`src/rtl/multicycle_control_if.sv`:
```
// multicycle_control_if: control bus between the multicycle FSM and its datapath
//   slave  (FSM side):      opcode, mem_ready in; strobes, selects, state, illegal, instr_count out
//   master (datapath side): the reverse directions
interface multicycle_control_if #(parameter int CNT_W = 32);
    logic [6:0]       opcode;
    logic             mem_ready;
    logic             pc_write;
    logic             pc_write_cond;
    logic             ior_d;
    logic             mem_read;
    logic             mem_write;
    logic             ir_write;
    logic             mem_to_reg;
    logic             reg_write;
    logic             alu_src_a;
    logic             pc_source;
    logic [1:0]       alu_src_b;
    logic [1:0]       alu_op;
    logic [3:0]       state;
    logic             illegal;
    logic [CNT_W-1:0] instr_count;

    modport slave (
        input  opcode, mem_ready,
        output pc_write, pc_write_cond, ior_d, mem_read, mem_write, ir_write,
               mem_to_reg, reg_write, alu_src_a, pc_source, alu_src_b, alu_op,
               state, illegal, instr_count
    );

    modport master (
        output opcode, mem_ready,
        input  pc_write, pc_write_cond, ior_d, mem_read, mem_write, ir_write,
               mem_to_reg, reg_write, alu_src_a, pc_source, alu_src_b, alu_op,
               state, illegal, instr_count
    );
endinterface

```
`src/rtl/multicycle_control.sv`:
```
// multicycle_control: Moore FSM sequencing a multicycle RISC-V style datapath
//   clk, rst (sync, active-high); bus: multicycle_control_if.slave
//   Define MCCTRL_STALL_EN to make FETCH/MEMRD/MEMWR wait on mem_ready.
module multicycle_control #(
    parameter int CNT_W = 32
) (
    input  logic                 clk,
    input  logic                 rst,
    multicycle_control_if.slave  bus
);
    typedef enum logic [3:0] {
        FETCH  = 4'd0,
        DECODE = 4'd1,
        MEMADR = 4'd2,
        MEMRD  = 4'd3,
        MEMWB  = 4'd4,
        MEMWR  = 4'd5,
        EXEC   = 4'd6,
        ALUWB  = 4'd7,
        BRANCH = 4'd8,
        EXECI  = 4'd9
    } state_t;

    state_t           st;
    state_t           dec_next;
    logic             ready;
    logic             retire;
    logic [CNT_W-1:0] cnt;

`ifdef MCCTRL_STALL_EN
    assign ready = bus.mem_ready;
`else
    logic unused_mem_ready;
    assign unused_mem_ready = bus.mem_ready;
    assign ready = 1'b1;
`endif

    always_comb begin
        dec_next = (bus.opcode == 7'b0000011 || bus.opcode == 7'b0100011) ? MEMADR :
                   (bus.opcode == 7'b0110011) ? EXEC   :
                   (bus.opcode == 7'b0010011) ? EXECI  :
                   (bus.opcode == 7'b1100011) ? BRANCH : FETCH;
    end

    // A MEMWR that is still waiting for memory has not retired yet.
    assign retire = st == MEMWB || st == ALUWB || st == BRANCH || (st == MEMWR && ready);

    always_ff @(posedge clk) begin
        if (rst) begin
            st  <= FETCH;
            cnt <= '0;
        end else begin
            case (st)
                FETCH:   st <= ready ? DECODE : FETCH;
                DECODE:  st <= dec_next;
                MEMADR:  st <= bus.opcode[5] ? MEMWR : MEMRD;
                MEMRD:   st <= ready ? MEMWB : MEMRD;
                MEMWR:   st <= ready ? FETCH : MEMWR;
                EXEC:    st <= ALUWB;
                EXECI:   st <= ALUWB;
                default: st <= FETCH;
            endcase
            cnt <= cnt + CNT_W'(retire);
        end
    end

    assign bus.state         = st;
    assign bus.instr_count   = cnt;
    assign bus.illegal       = st == DECODE && dec_next == FETCH;
    assign bus.pc_write      = st == FETCH && ready;
    assign bus.ir_write      = st == FETCH && ready;
    assign bus.mem_read      = st == FETCH || st == MEMRD;
    assign bus.ior_d         = st == MEMRD || st == MEMWR;
    assign bus.mem_write     = st == MEMWR;
    assign bus.mem_to_reg    = st == MEMWB;
    assign bus.reg_write     = st == MEMWB || st == ALUWB;
    assign bus.alu_src_a     = st == MEMADR || st == EXEC || st == EXECI || st == BRANCH;
    assign bus.pc_write_cond = st == BRANCH;
    assign bus.pc_source     = st == BRANCH;
    assign bus.alu_src_b     = st == FETCH ? 2'b01 :
                               st == DECODE ? 2'b11 :
                               (st == MEMADR || st == EXECI) ? 2'b10 : 2'b00;
    assign bus.alu_op        = st == EXEC ? 2'b10 :
                               st == EXECI ? 2'b11 :
                               st == BRANCH ? 2'b01 : 2'b00;
endmodule

```
`src/flat_wrapper.sv`:
```
// flat-port wrapper written by rule: the top's interface ports become plain ports
module multicycle_control_flat 
#(
    parameter int CNT_W = 32
)
  (clk, rst, bus_opcode, bus_mem_ready, bus_pc_write, bus_pc_write_cond, bus_ior_d, bus_mem_read, bus_mem_write, bus_ir_write, bus_mem_to_reg, bus_reg_write, bus_alu_src_a, bus_pc_source, bus_alu_src_b, bus_alu_op, bus_state, bus_illegal, bus_instr_count);
  multicycle_control_if #(.CNT_W(CNT_W)) bus_i ();
  input  logic clk;
  input  logic rst;
  input wire logic [$bits(bus_i.opcode)-1:0] bus_opcode;
  input wire logic [$bits(bus_i.mem_ready)-1:0] bus_mem_ready;
  output wire logic [$bits(bus_i.pc_write)-1:0] bus_pc_write;
  output wire logic [$bits(bus_i.pc_write_cond)-1:0] bus_pc_write_cond;
  output wire logic [$bits(bus_i.ior_d)-1:0] bus_ior_d;
  output wire logic [$bits(bus_i.mem_read)-1:0] bus_mem_read;
  output wire logic [$bits(bus_i.mem_write)-1:0] bus_mem_write;
  output wire logic [$bits(bus_i.ir_write)-1:0] bus_ir_write;
  output wire logic [$bits(bus_i.mem_to_reg)-1:0] bus_mem_to_reg;
  output wire logic [$bits(bus_i.reg_write)-1:0] bus_reg_write;
  output wire logic [$bits(bus_i.alu_src_a)-1:0] bus_alu_src_a;
  output wire logic [$bits(bus_i.pc_source)-1:0] bus_pc_source;
  output wire logic [$bits(bus_i.alu_src_b)-1:0] bus_alu_src_b;
  output wire logic [$bits(bus_i.alu_op)-1:0] bus_alu_op;
  output wire logic [$bits(bus_i.state)-1:0] bus_state;
  output wire logic [$bits(bus_i.illegal)-1:0] bus_illegal;
  output wire logic [$bits(bus_i.instr_count)-1:0] bus_instr_count;
  assign bus_i.opcode = bus_opcode;
  assign bus_i.mem_ready = bus_mem_ready;
  assign bus_pc_write = bus_i.pc_write;
  assign bus_pc_write_cond = bus_i.pc_write_cond;
  assign bus_ior_d = bus_i.ior_d;
  assign bus_mem_read = bus_i.mem_read;
  assign bus_mem_write = bus_i.mem_write;
  assign bus_ir_write = bus_i.ir_write;
  assign bus_mem_to_reg = bus_i.mem_to_reg;
  assign bus_reg_write = bus_i.reg_write;
  assign bus_alu_src_a = bus_i.alu_src_a;
  assign bus_pc_source = bus_i.pc_source;
  assign bus_alu_src_b = bus_i.alu_src_b;
  assign bus_alu_op = bus_i.alu_op;
  assign bus_state = bus_i.state;
  assign bus_illegal = bus_i.illegal;
  assign bus_instr_count = bus_i.instr_count;
  multicycle_control #(.CNT_W(CNT_W)) u_core (.clk(clk), .rst(rst), .bus(bus_i));
endmodule
```
`config.mk`:
```
export PLATFORM = sky130hd
export DESIGN_NAME = multicycle_control_flat
export DESIGN_NICKNAME = d
export VERILOG_FILES = /design/src/rtl/multicycle_control_if.sv /design/src/rtl/multicycle_control.sv /design/src/flat_wrapper.sv
export SDC_FILE = /design/constraint.sdc
export NUM_CORES = 1
export LEC_CHECK = 0
export CORE_ASPECT_RATIO = 0.75
export CORE_MARGIN = 4
export CORE_UTILIZATION = 42
export DETAILED_ROUTE_END_ITERATION = 6
export GPL_ROUTABILITY_DRIVEN = 1
export MAX_ROUTING_LAYER = met4
export PLACE_DENSITY = 0.71
export SLEW_MARGIN = 0
export SYNTH_ARGS = -nofsm -noshare
export SYNTH_HDL_FRONTEND = slang
export SYNTH_SLANG_ARGS = --single-unit
export TNS_END_PERCENT = 20
```
`constraint.sdc`:
```
create_clock -name clk -period 5.55 [get_ports clk]
set_input_delay 0.555 -clock clk [delete_from_list [all_inputs] [get_ports clk]]
set_output_delay 0.555 -clock clk [all_outputs]
set_load 0.1 [all_outputs]
```
* Word level (Yosys, flattened, before mapping) *
Index checks and enable logic that the tools add are counted.
Widths: inputs -> output; s select.

cells by class
  add/subtract/negate cells = 1
  eq/ne operators = 14
  muxes and demuxes = 12
  reduce and logical (&&, ||, !) cells = 14

operator list
  kind                count
  $add 32x1->32       1
  $pmux 4 s5          1
  $eq 4x3->1 const B  4
  $mux 4              4
  $eq 7x6->1 const B  2
  $logic_or 1x1->1    10
  $mux 2              5
  $eq 4x2->1 const B  2
  $eq 4x4->1 const B  2
  $logic_not 4->1     2
  $eq 7x2->1 const B  1
  $eq 7x5->1 const B  1
  $eq 7x7->1 const B  1
  $eq 4x1->1 const B  1
  $mux 3              1
  $reduce_or 2->1     1
  $logic_and 1x1->1   1
  $mux 1              1

word-level totals
  register bits = 36
  bits of input ports = 10
  output and inout bits = 51
  logic and storage cells = 43

* Longest topological paths before layout *
Gate-level depths: netlist of the first run.

  depth after elaboration = 7
  mapped depth = 11
  gate-level depth less buffers = 9

* Worst setup path before layout of the first run *
OpenSTA, ideal clock, no wires.

  path kind = reg2reg
  start point = reg u_core.st[3], in the netlist u_core.bus.state[3]
  end point = reg u_core.cnt[30], in the netlist u_core.bus.instr_count[30]
  library setup time = 70 ps
  data arrival time = 5,543 ps
  required time = 5,480 ps
  slack = -63 ps
  stages on the path, launching flop included = 11
  path buffers = 1
  clock period less this slack = 5,613 ps
  cells stage by stage = dfxtp_1 nand2b_1 nor3_1 o21bai_1 ha_1 ha_1 nand3_1 or3b_1 buf_1 or4_1 a21oi_1

between the ends
  elaborated cells between the ends (all ways) = 8
  those cells by class = add/sub: 1; eq/ne: 4; reduce/logical: 3

RTL lines
  item                            line                      source
  from (decl)                     multicycle_control.sv:24  state_t st;
  from (signal assigned)          multicycle_control.sv:54  FETCH: st <= ready ? DECODE : FETCH;
  from (signal assigned)          multicycle_control.sv:55  DECODE: st <= dec_next;
  from (signal assigned)          multicycle_control.sv:56  MEMADR: st <= bus.opcode[5] ? MEMWR : MEMRD;
  $eq 4x4->1                      -
  net bus_pc_source               flat_wrapper.sv:21        output wire logic [$bits(bus_i.pc_source)-1:0] bus_pc_source;
  $logic_or 1x1->1 (2 in series)  multicycle_control.sv:46  assign retire = st == MEMWB || st == ALUWB || st == BRANCH || (st == MEMWR && ready);
  $add 32x1->32                   multicycle_control.sv:63  cnt <= cnt + CNT_W'(retire);
  to (signal assigned)            multicycle_control.sv:63
  to (decl)                       multicycle_control.sv:28  logic [CNT_W-1:0] cnt;

The timed path passes the listed nets, and every way through them passes these cells.
A chain may end at the register's enable or synchronous reset.

* Worst setup path after layout of the first run *
  start point = reg u_core.st[1], in the netlist u_core.bus.state[1]
  end point = out bus_alu_src_b[1]

between the ends
  longest elaborated chain between the ends = 5
  elaborated cells between the ends (all ways) = 8
  those cells by class = eq/ne: 3; mux: 3; reduce/logical: 2

RTL lines
  item                                      line                      source
  $eq 4x2->1 or $eq 4x4->1 (tied branches)  multicycle_control.sv:82  (st == MEMADR || st == EXECI) ? 2'b10 : 2'b00;
  $logic_or 1x1->1                          multicycle_control.sv:82
  $mux 2                                    multicycle_control.sv:82
  $mux 2                                    multicycle_control.sv:81  st == DECODE ? 2'b11 :
  $mux 2 *                                  multicycle_control.sv:80  assign bus.alu_src_b = st == FETCH ? 2'b01 :
  to (decl)                                 flat_wrapper.sv:22        output wire logic [$bits(bus_i.alu_src_b)-1:0] bus_alu_src_b;

Every way passes the cells marked *; elsewhere a longest branch is shown, timed or not.

==> results.yml, run 1 <==
status:
  outcome: "finished clean"
floorplan:
  dieArea_um2: 5710
  start_util: 0.453
  chipWidth_um: 86.0
  die_y_um: 66.5
  io_pins: 61
  core_area_um2: 4230
  num_rows: 20
yosys:
  avgSynthCellArea_um2: 8.04
  synth-main-ff-cell: "dfxtp_1"
  yosysSeqAreaShare: 0.376
  synth.most_common_cell: "dfxtp_1"
  ys_types: 39
  synthTopCellsByCount: "dfxtp_1 (36), nor2_1 (25), a21oi_1 (20)"
  syn_area_um2: 1910
  syn_nets: 250
  synth_edf_count: 0
  synth_largest_area_cell: "dfxtp_1"
  synth-seq-cells: 36
  ys.warnings.count: 0
  synth_area_leaders: "dfxtp_1 (38%), a21oi_1 (5.2%), nor2_1 (4.9%), o31ai_1 (4.3%), or4_1 (4.3%)"
  async_reset_ff_frac: 0
  syn_inst: 238
  synth_top_cell_area_share: 0.376
global_route:
  first_global_vias: 1693
  antenna_found_initial: 0
  grt.total_usage: 0.178
  grt_overflow: 0
  grt_pass1_wl_um: 7990
  grt_max_degree: 37
route:
  drt_iter0_markers: 96
  via_count: 1960
  routed_wirelength_um: 4800
  wl_per_cell_um: 13.9
  ant_nets: 0
  drc: 0
  vias_per_cell: 5.66
  firstDrtPassIters: 4
critical_path:
  worstPathRequired_ps: 4990
  worst_setup_path_end_kind: "primary output"
  cp_cell_sequence: "nor2b_1 -> a21oi_1 -> nor2_1 -> clkdlybuf4s50_1"
  crit_family: "buffers and inverters"
  path_class: "register to primary output"
  crit_start: "u_core.bus.state[1]"
  cp_slowest_stage_delay_ps: 1130
  r2r-start: "u_core.bus.state[3]"
  slowest_stage: "clkdlybuf4s50_1"
  worstPathMaxFanout: 14
  critPathBufInv: 1
  arrival_ps: 2570
  start_kind: "register"
clocking:
  cts.sinks: 36
  cts_buffers: 5
  cts_hold_buf: 0
  cts_tree: "done"
  cts_max_path_buffers: 2
  htreeDepth: 2
  clkTransAtPathRegs_ps: 70
  cts_setup_buffers: 0
  clock_latency_ps: 290
  cts-root-buf: "clkbuf_8"
  cts_resized: 0
final_layout:
  multiInputGateArea_um2: 1110
  fillers: 392
  area.growth.synth_to_final_pct: 36.9
  fin_util: 0.620
  n_antenna_cell: 0
  final_layout_size_suffix_gt1_frac: 0.0412
  seq_area_um2: 721
  nets: 302
pwr:
  ir_worst_vdd_v: 0.000117
  p_per_area_nw_per_um2: 209
  p_leak_nw: 0.840
sta:
  setup_violations: 0
  fin_crit_sh: 0.563
  max_freq_ghz: 0.320
  maxSlewViolCount: 0
  setup_tns_ps: 0
  min_period_ps: 3130
  slew_headroom: 0.335
  finalHoldViolations: 0
  worstMarginPinSlew_ps: 994
  rsz0062_at_grt: "no"
  skew_ps: 7.83
place:
  portBuffers: 59
  gp_congestion: 0.844
  hpwl_um: 3470
hold_path:
  hold_path.class: "register to register"
  worstHoldStart: "u_core.bus.instr_count[30]"
job:
  maxCapViolations: 0
-- per-stage QoR --
stage | std cells | total power (W) | instance area (µm²) | worst slack [ps] | hold WS [ps]
after floorplan | 238 | 0.000309 | 1920 | 888 | 703
after global placement | 338 | 0.000324 | 2510 | 2450 | 487
after detailed placement | 338 | 0.000325 | 2510 | 2440 | 493
after CTS | 346 | 0.000552 | 2620 | 2420 | 505
after global routing | 346 | 0.000567 | 2620 | 2160 | 539
final | 346 | 0.000548 | 2620 | 2420 | 501
-- layer usage --
layer	vias up	GRT usage	routed length [µm]
met5	-	-	0
met4	0	0.0356	29
met3	5	0.0371	222
met2	51	0.264	2050
met1	928	0.249	2500
li1	976	-	-
-- cell usage in the layout, fill, tap and decap left out, types with 8 or more instances in the layout --
cell type	count
clkdlybuf4s50_1	59
dfxtp_1	36
nor2_1	25
a21oi_1	20
nand2_1	15
o31ai_1	11
or4_1	11
nor3_1	9
nor2b_1	9
nand3_1	9
or3_1	8
-- where the power goes --
| group | total, W | leakage, nW | internal, W | switching [W] |
|---|---|---|---|---|
| Sequential | 0.000261 | 0.290 | 0.000259 | 0.00000220 |
| Clock | 0.000230 | 0.0552 | 0.000133 | 0.0000962 |
| Combinational | 0.0000575 | 0.494 | 0.0000159 | 0.0000416 |
-- cells by family (layout without fill, tap and decap cells) --
family / after synthesis / after routing / synth area share
DFF: 36 / 36 / 0.376
muxes: 3 / 3 / 0.0176
AOI/OAI and AO/OA: 46 / 46 / 0.144
buffers and inverters: 20 / 73 / 0.0477
xor gates and xnor gates: 12 / 12 / 0.0549
and+or+nand+nor: 119 / 119 / 0.346
adders and majority gates: 2 / 2 / 0.0131
-- final timing paths --
kind	to	slack (ps)	cells after the start
min	u_core.bus.instr_count[30]	500	2
min reg2reg	u_core.bus.instr_count[30]	500	2
max	bus_alu_src_b[1]	2420	4
max reg2reg	u_core.bus.instr_count[30]	2450	9
-- worst min-delay path: cells and delay by family, from the launching register on --
kind            cells  cell delay [ps]
compound gates      2              130
flops               1              330
-- area by class of cell --
class / instances / area share
Clock buffer: 6 / 0.0277
Clock inverter: 2 / 0.0134
Inverter: 5 / 0.00716
Multi-Input combinational cell: 182 / 0.422
Sequential cell: 36 / 0.275
Tap cell: 55 / 0.0263
Timing Repair Buffer: 60 / 0.228
-- flip-flops by register name, indices dropped and copies added, names as in the netlist --
name                    cells
u_core.bus.state            4
u_core.bus.instr_count     32
No activity file was read; power rests on OpenSTA's default activity.
==> inputs of run 2 (changes only) <==
==> constraint.sdc (replaced) <==
create_clock -name clk -period 3 [get_ports clk]
set_input_delay 0.3 -clock clk [delete_from_list [all_inputs] [get_ports clk]]
set_output_delay 0.3 -clock clk [all_outputs]
set_load 0.1 [all_outputs]
==> run 2 against run 1 <==
- die area stayed put
- sequential share of layout area is 0.81 points higher
- register-to-register slack worse by 2200 ps
- combinational power is 86% higher
- clock-buffer cell count stayed put
- sequential power is 85% higher
- largest cell class unchanged
- largest power group unchanged
- highest routed layer unchanged
==> results.yml, run 2 (synthesis results as in run 1) <==
route:
  ant_nets: 0
  vias_per_cell: 5.42
  firstDrtPassIters: 4
  routed_wirelength_um: 4990
  drc: 0
  wl_per_cell_um: 14.3
  drt_iter0_markers: 141
  via_count: 1893
clocking:
  cts_buffers: 5
  clock_latency_ps: 300
  cts_resized: 0
  cts_hold_buf: 0
  cts_tree: "done"
  cts-root-buf: "clkbuf_8"
  htreeDepth: 2
  cts_max_path_buffers: 2
  cts.sinks: 36
  clkTransAtPathRegs_ps: 70
  cts_setup_buffers: 0
pwr:
  total_power_w: 0.000988
  p_sw_frac: 0.273
  p_leak_nw: 0.944
  intPower_w: 0.000719
  pwr-share-comb: 0.108
  p_sw_w: 0.000269
  ir_worst_vdd_v: 0.000304
  p_per_area_nw_per_um2: 383
  pwr-share-clk: 0.404
  p_seq_frac: 0.488
global_route:
  first_global_vias: 1620
  grt_pass1_wl_um: 8090
  grt_overflow: 0
  grt.total_usage: 0.184
  grt_max_degree: 19
  antenna_found_initial: 0
critical_path:
  worstPathRequired_ps: 3220
  arrival_ps: 2950
  start_kind: "register"
  worstPathMaxFanout: 10
  worst_setup_path_end_kind: "register"
  rr_worst_depth: 9
  path_class: "register to register"
final_layout:
  layout_commonest_cell: "buf_4"
  multiInputGateArea_um2: 1160
  nets: 305
  area.growth.synth_to_final_pct: 34.8
  n_antenna_cell: 0
  final_cell_mix: "buf_4 (55), dfxtp_1 (32), nor2_1 (25)"
  largest_reg_flops: 32
  final_layout_size_suffix_gt1_frac: 0.265
  seq_area_um2: 731
  fillers: 393
sta:
  fin_crit_sh: 0.913
  slew_headroom: 0.659
  finalHoldViolations: 0
  min_period_ps: 2740
  rsz0062_at_grt: "no"
  setup_tns_ps: 0
  skew_ps: 12.3
  setup_violations: 0
  worstMarginPinSlew_ps: 512
  worst_hold_slack_ps: 512
  maxSlewViolCount: 0
  max_freq_ghz: 0.365
hold_path:
  hold_path.class: "register to register"
  hold_depth: 2
floorplan:
  num_rows: 20
  io_pins: 61
  chipWidth_um: 86.0
  core_area_um2: 4230
  dieArea_um2: 5710
  die_y_um: 66.5
  start_util: 0.453
status:
  outcome: "finished clean"
place:
  gp_congestion: 0.828
  portBuffers: 59
  hpwl_um: 3780
job:
  maxCapViolations: 0
run 2: cell types whose count changed in the layout (fill, tap and decap cells not counted), sizes merged:
cell / before / now
buf: 1 / 55
bufinv: 1 / 0
clkdlybuf4s50: 59 / 8
clkinvlp: 0 / 1
run 2: per-layer routing:
layer	share of wire	vias to the layer above	track usage
met3	0.068	8	0.0408
met2	0.41	56	0.244
met1	0.51	850	0.271
li1	-	979	-
met5	0	-	-
met4	0.013	0	0.0593
run 2: stage by stage:
| step | setup WS (ps) | std cells | util | area, µm² |
|---|---|---|---|---|
| finish | 262 | 349 | 0.610 | 2580 |
| global route | 124 | 349 | 0.610 | 2580 |
| CTS | 226 | 349 | 0.610 | 2580 |
| detailed placement | 275 | 341 | 0.585 | 2470 |
| global placement | 361 | 341 | 0.585 | 2470 |
| floorplan | -565 | 238 | - | 2010 |
run 2: power groups by stage:
stage	sequential (W)	clock, W	combinational (W)
2_1_floorplan	0.000499	0	0.0000737
3_3_place_gp	0.000493	0	0.000107
3_5_place_dp	0.000493	0	0.000107
4_1_cts	0.000482	0.000405	0.000107
5_1_grt	0.000482	0.000427	0.000112
6_report	0.000482	0.000399	0.000107
run 2: area by class of cell:
class	instances	share of cell area
multi-input cells	182	0.451
flip-flops and latches	36	0.283
repair buffers	63	0.191
clock buffers	6	0.0364
well taps	55	0.0267
inverters	5	0.00727
clock inverters	2	0.00485
run 2: worst max-delay path, stage by stage, from the launching register on:
cell      delay [ps]
dfxtp_4          390
nand2b_4         180
nor3_4           200
o21bai_1         150
ha_2             240
ha_4             160
nand3_4          130
or3b_1           540
or4_1            520
a21oi_1          170
run 2: path summary, 6_finish.rpt:
path,from,to,slack (ps)
min reg2reg,u_core.bus.instr_count[25],u_core.bus.instr_count[25],510
min,u_core.bus.instr_count[25],u_core.bus.instr_count[25],510
max,u_core.bus.state[2],u_core.bus.instr_count[30],260
max reg2reg,u_core.bus.state[2],u_core.bus.instr_count[30],260
==> inputs of run 3 (changes only) <==
--- a/config.mk
+++ b/config.mk
@@ -11,7 +11,7 @@
 export DETAILED_ROUTE_END_ITERATION = 6
 export GPL_ROUTABILITY_DRIVEN = 1
 export MAX_ROUTING_LAYER = met4
-export PLACE_DENSITY = 0.71
+export PLACE_DENSITY_LB_ADDON = 0.15
 export SLEW_MARGIN = 0
 export SYNTH_ARGS = -nofsm -noshare
 export SYNTH_HDL_FRONTEND = slang
==> run 3 against run 2 <==
- clock skew shrank 3.6 ps
- core utilization shrank 0.77 points
- sequential power is essentially flat
==> results.yml, run 3 (synthesis results as in run 1) <==
status:
  outcome: "finished clean"
critical_path:
  slowest_stage: "or3b_1"
  crit_family: "simple AND/OR/NAND/NOR gates"
  worstPathMaxFanout: 10
  worst_setup_path_end_kind: "register"
  critPathBufInv: 0
  arrival_ps: 2960
  cp_cell_sequence: "nand2b_4 -> nor3_4 -> o21bai_1 -> ha_2 -> ha_4 -> nand3_4 -> or3b_1 -> or4_1 -> a21oi_1"
  start_kind: "register"
  cp_slowest_stage_delay_ps: 540
  regToRegSetupSlack_ps: 260
  worstPathRequired_ps: 3210
  path_class: "register to register"
global_route:
  antenna_found_initial: 0
  first_global_vias: 1698
  grt_max_degree: 19
  grt.total_usage: 0.183
  grt_overflow: 0
  grt_pass1_wl_um: 8150
route:
  firstDrtPassIters: 4
  wl_per_cell_um: 13.8
  wl_met1_um: 2390
  dr_wl_met2_um: 2010
  topRoutingLayerUsed: "met4"
  via_count: 1886
  drc: 0
  drt_iter0_markers: 82
  wl_met3_um: 339
  ant_nets: 0
  routed_wirelength_um: 4790
  vias_per_cell: 5.42
floorplan:
  chipWidth_um: 86.0
  start_util: 0.453
  io_pins: 61
  dieArea_um2: 5710
  core_area_um2: 4230
  die_y_um: 66.5
  num_rows: 20
clocking:
  cts-root-buf: "clkbuf_8"
  cts_hold_buf: 0
  cts_tree: "done"
  clock_latency_ps: 290
  htreeDepth: 2
  cts_buffers: 5
  cts_resized: 0
  cts_setup_buffers: 0
  cts.sinks: 36
  clkTransAtPathRegs_ps: 60
  cts_max_path_buffers: 2
final_layout:
  fin_util: 0.603
  layout_commonest_cell: "buf_4"
  final_layout_size_suffix_gt1_frac: 0.256
  nets: 304
  design_area_um2: 2550
  fillers: 391
  n_antenna_cell: 0
  area.growth.synth_to_final_pct: 33.1
  largest_reg_flops: 32
  final_cell_mix: "buf_4 (54), dfxtp_1 (32), nor2_1 (25)"
pwr:
  p_leak_nw: 0.928
  intPower_w: 0.000669
  p_sw_frac: 0.271
  p_per_area_nw_per_um2: 360
  p_seq_frac: 0.525
  total_power_w: 0.000918
  ir_worst_vdd_v: 0.000183
  p_sw_w: 0.000248
  pwr-share-clk: 0.358
  pwr-share-comb: 0.117
sta:
  setup_slack_ps: 256
  fin_crit_sh: 0.915
  finalHoldViolations: 0
  min_period_ps: 2740
  max_freq_ghz: 0.364
  rsz0062_at_grt: "no"
  worstMarginPinSlew_ps: 533
  slew_headroom: 0.644
  maxSlewViolCount: 0
  setup_violations: 0
  skew_ps: 8.62
place:
  hpwl_um: 3580
  dpl_cell_area_um2: 2470
  portBuffers: 59
  gp_congestion: 0.848
  pre_cts_slack_ps: 263
hold_path:
  hold_path.class: "register to register"
job:
  maxCapViolations: 0
-- run 3: cell count changes in the layout (fill, tap and decap cells not counted), sizes merged --
cell | before | now
buf | 55 | 54
clkbuf | 6 | 7
clkinvlp | 1 | 0
-- run 3: final timing paths --
path                               from  cells past startpoint                         end
min reg2reg  u_core.bus.instr_count[30]                      2  u_core.bus.instr_count[30]
min          u_core.bus.instr_count[30]                      2  u_core.bus.instr_count[30]
max reg2reg         u_core.bus.state[2]                      9  u_core.bus.instr_count[30]
max                 u_core.bus.state[2]                      9  u_core.bus.instr_count[30]
-- run 3: area by class of cell --
| type | instances | area (µm²) | area share |
|---|---|---|---|
| clock buffers | 7 | 76.3 | 0.0299 |
| clock inverters | 1 | 5.00 | 0.00196 |
| inverters | 5 | 18.8 | 0.00736 |
| multi-input cells | 182 | 1160 | 0.457 |
| flip-flops and latches | 36 | 731 | 0.287 |
| well taps | 55 | 68.8 | 0.0270 |
| repair buffers | 62 | 485 | 0.190 |
-- run 3: metal layers --
layer,vias to the layer above,track usage
li1,979,-
met1,855,0.262
met2,45,0.255
met3,7,0.0408
met4,0,0.0573
met5,-,-
-- run 3: metrics by stage --
stage	setup TNS (ps)	hold slack, ps	std cells
6_report	0	504	348
5_1_grt	0	549	348
4_1_cts	0	505	348
3_5_place_dp	0	496	340
3_3_place_gp	0	491	340
2_1_floorplan	-8520	437	238
-- run 3: power by group through the flow --
stage / clock (W) / combinational (W) / sequential [W]
2_1_floorplan: 0 / 0.0000737 / 0.000499
3_3_place_gp: 0 / 0.000107 / 0.000493
3_5_place_dp: 0 / 0.000107 / 0.000493
4_1_cts: 0.000343 / 0.000107 / 0.000482
5_1_grt: 0.000358 / 0.000112 / 0.000482
6_report: 0.000328 / 0.000107 / 0.000482
-- run 3: worst min-delay path: cells and delay by family (launching register included) --
family	cells	cell delay, ps
flops	1	330
compound gates	2	120
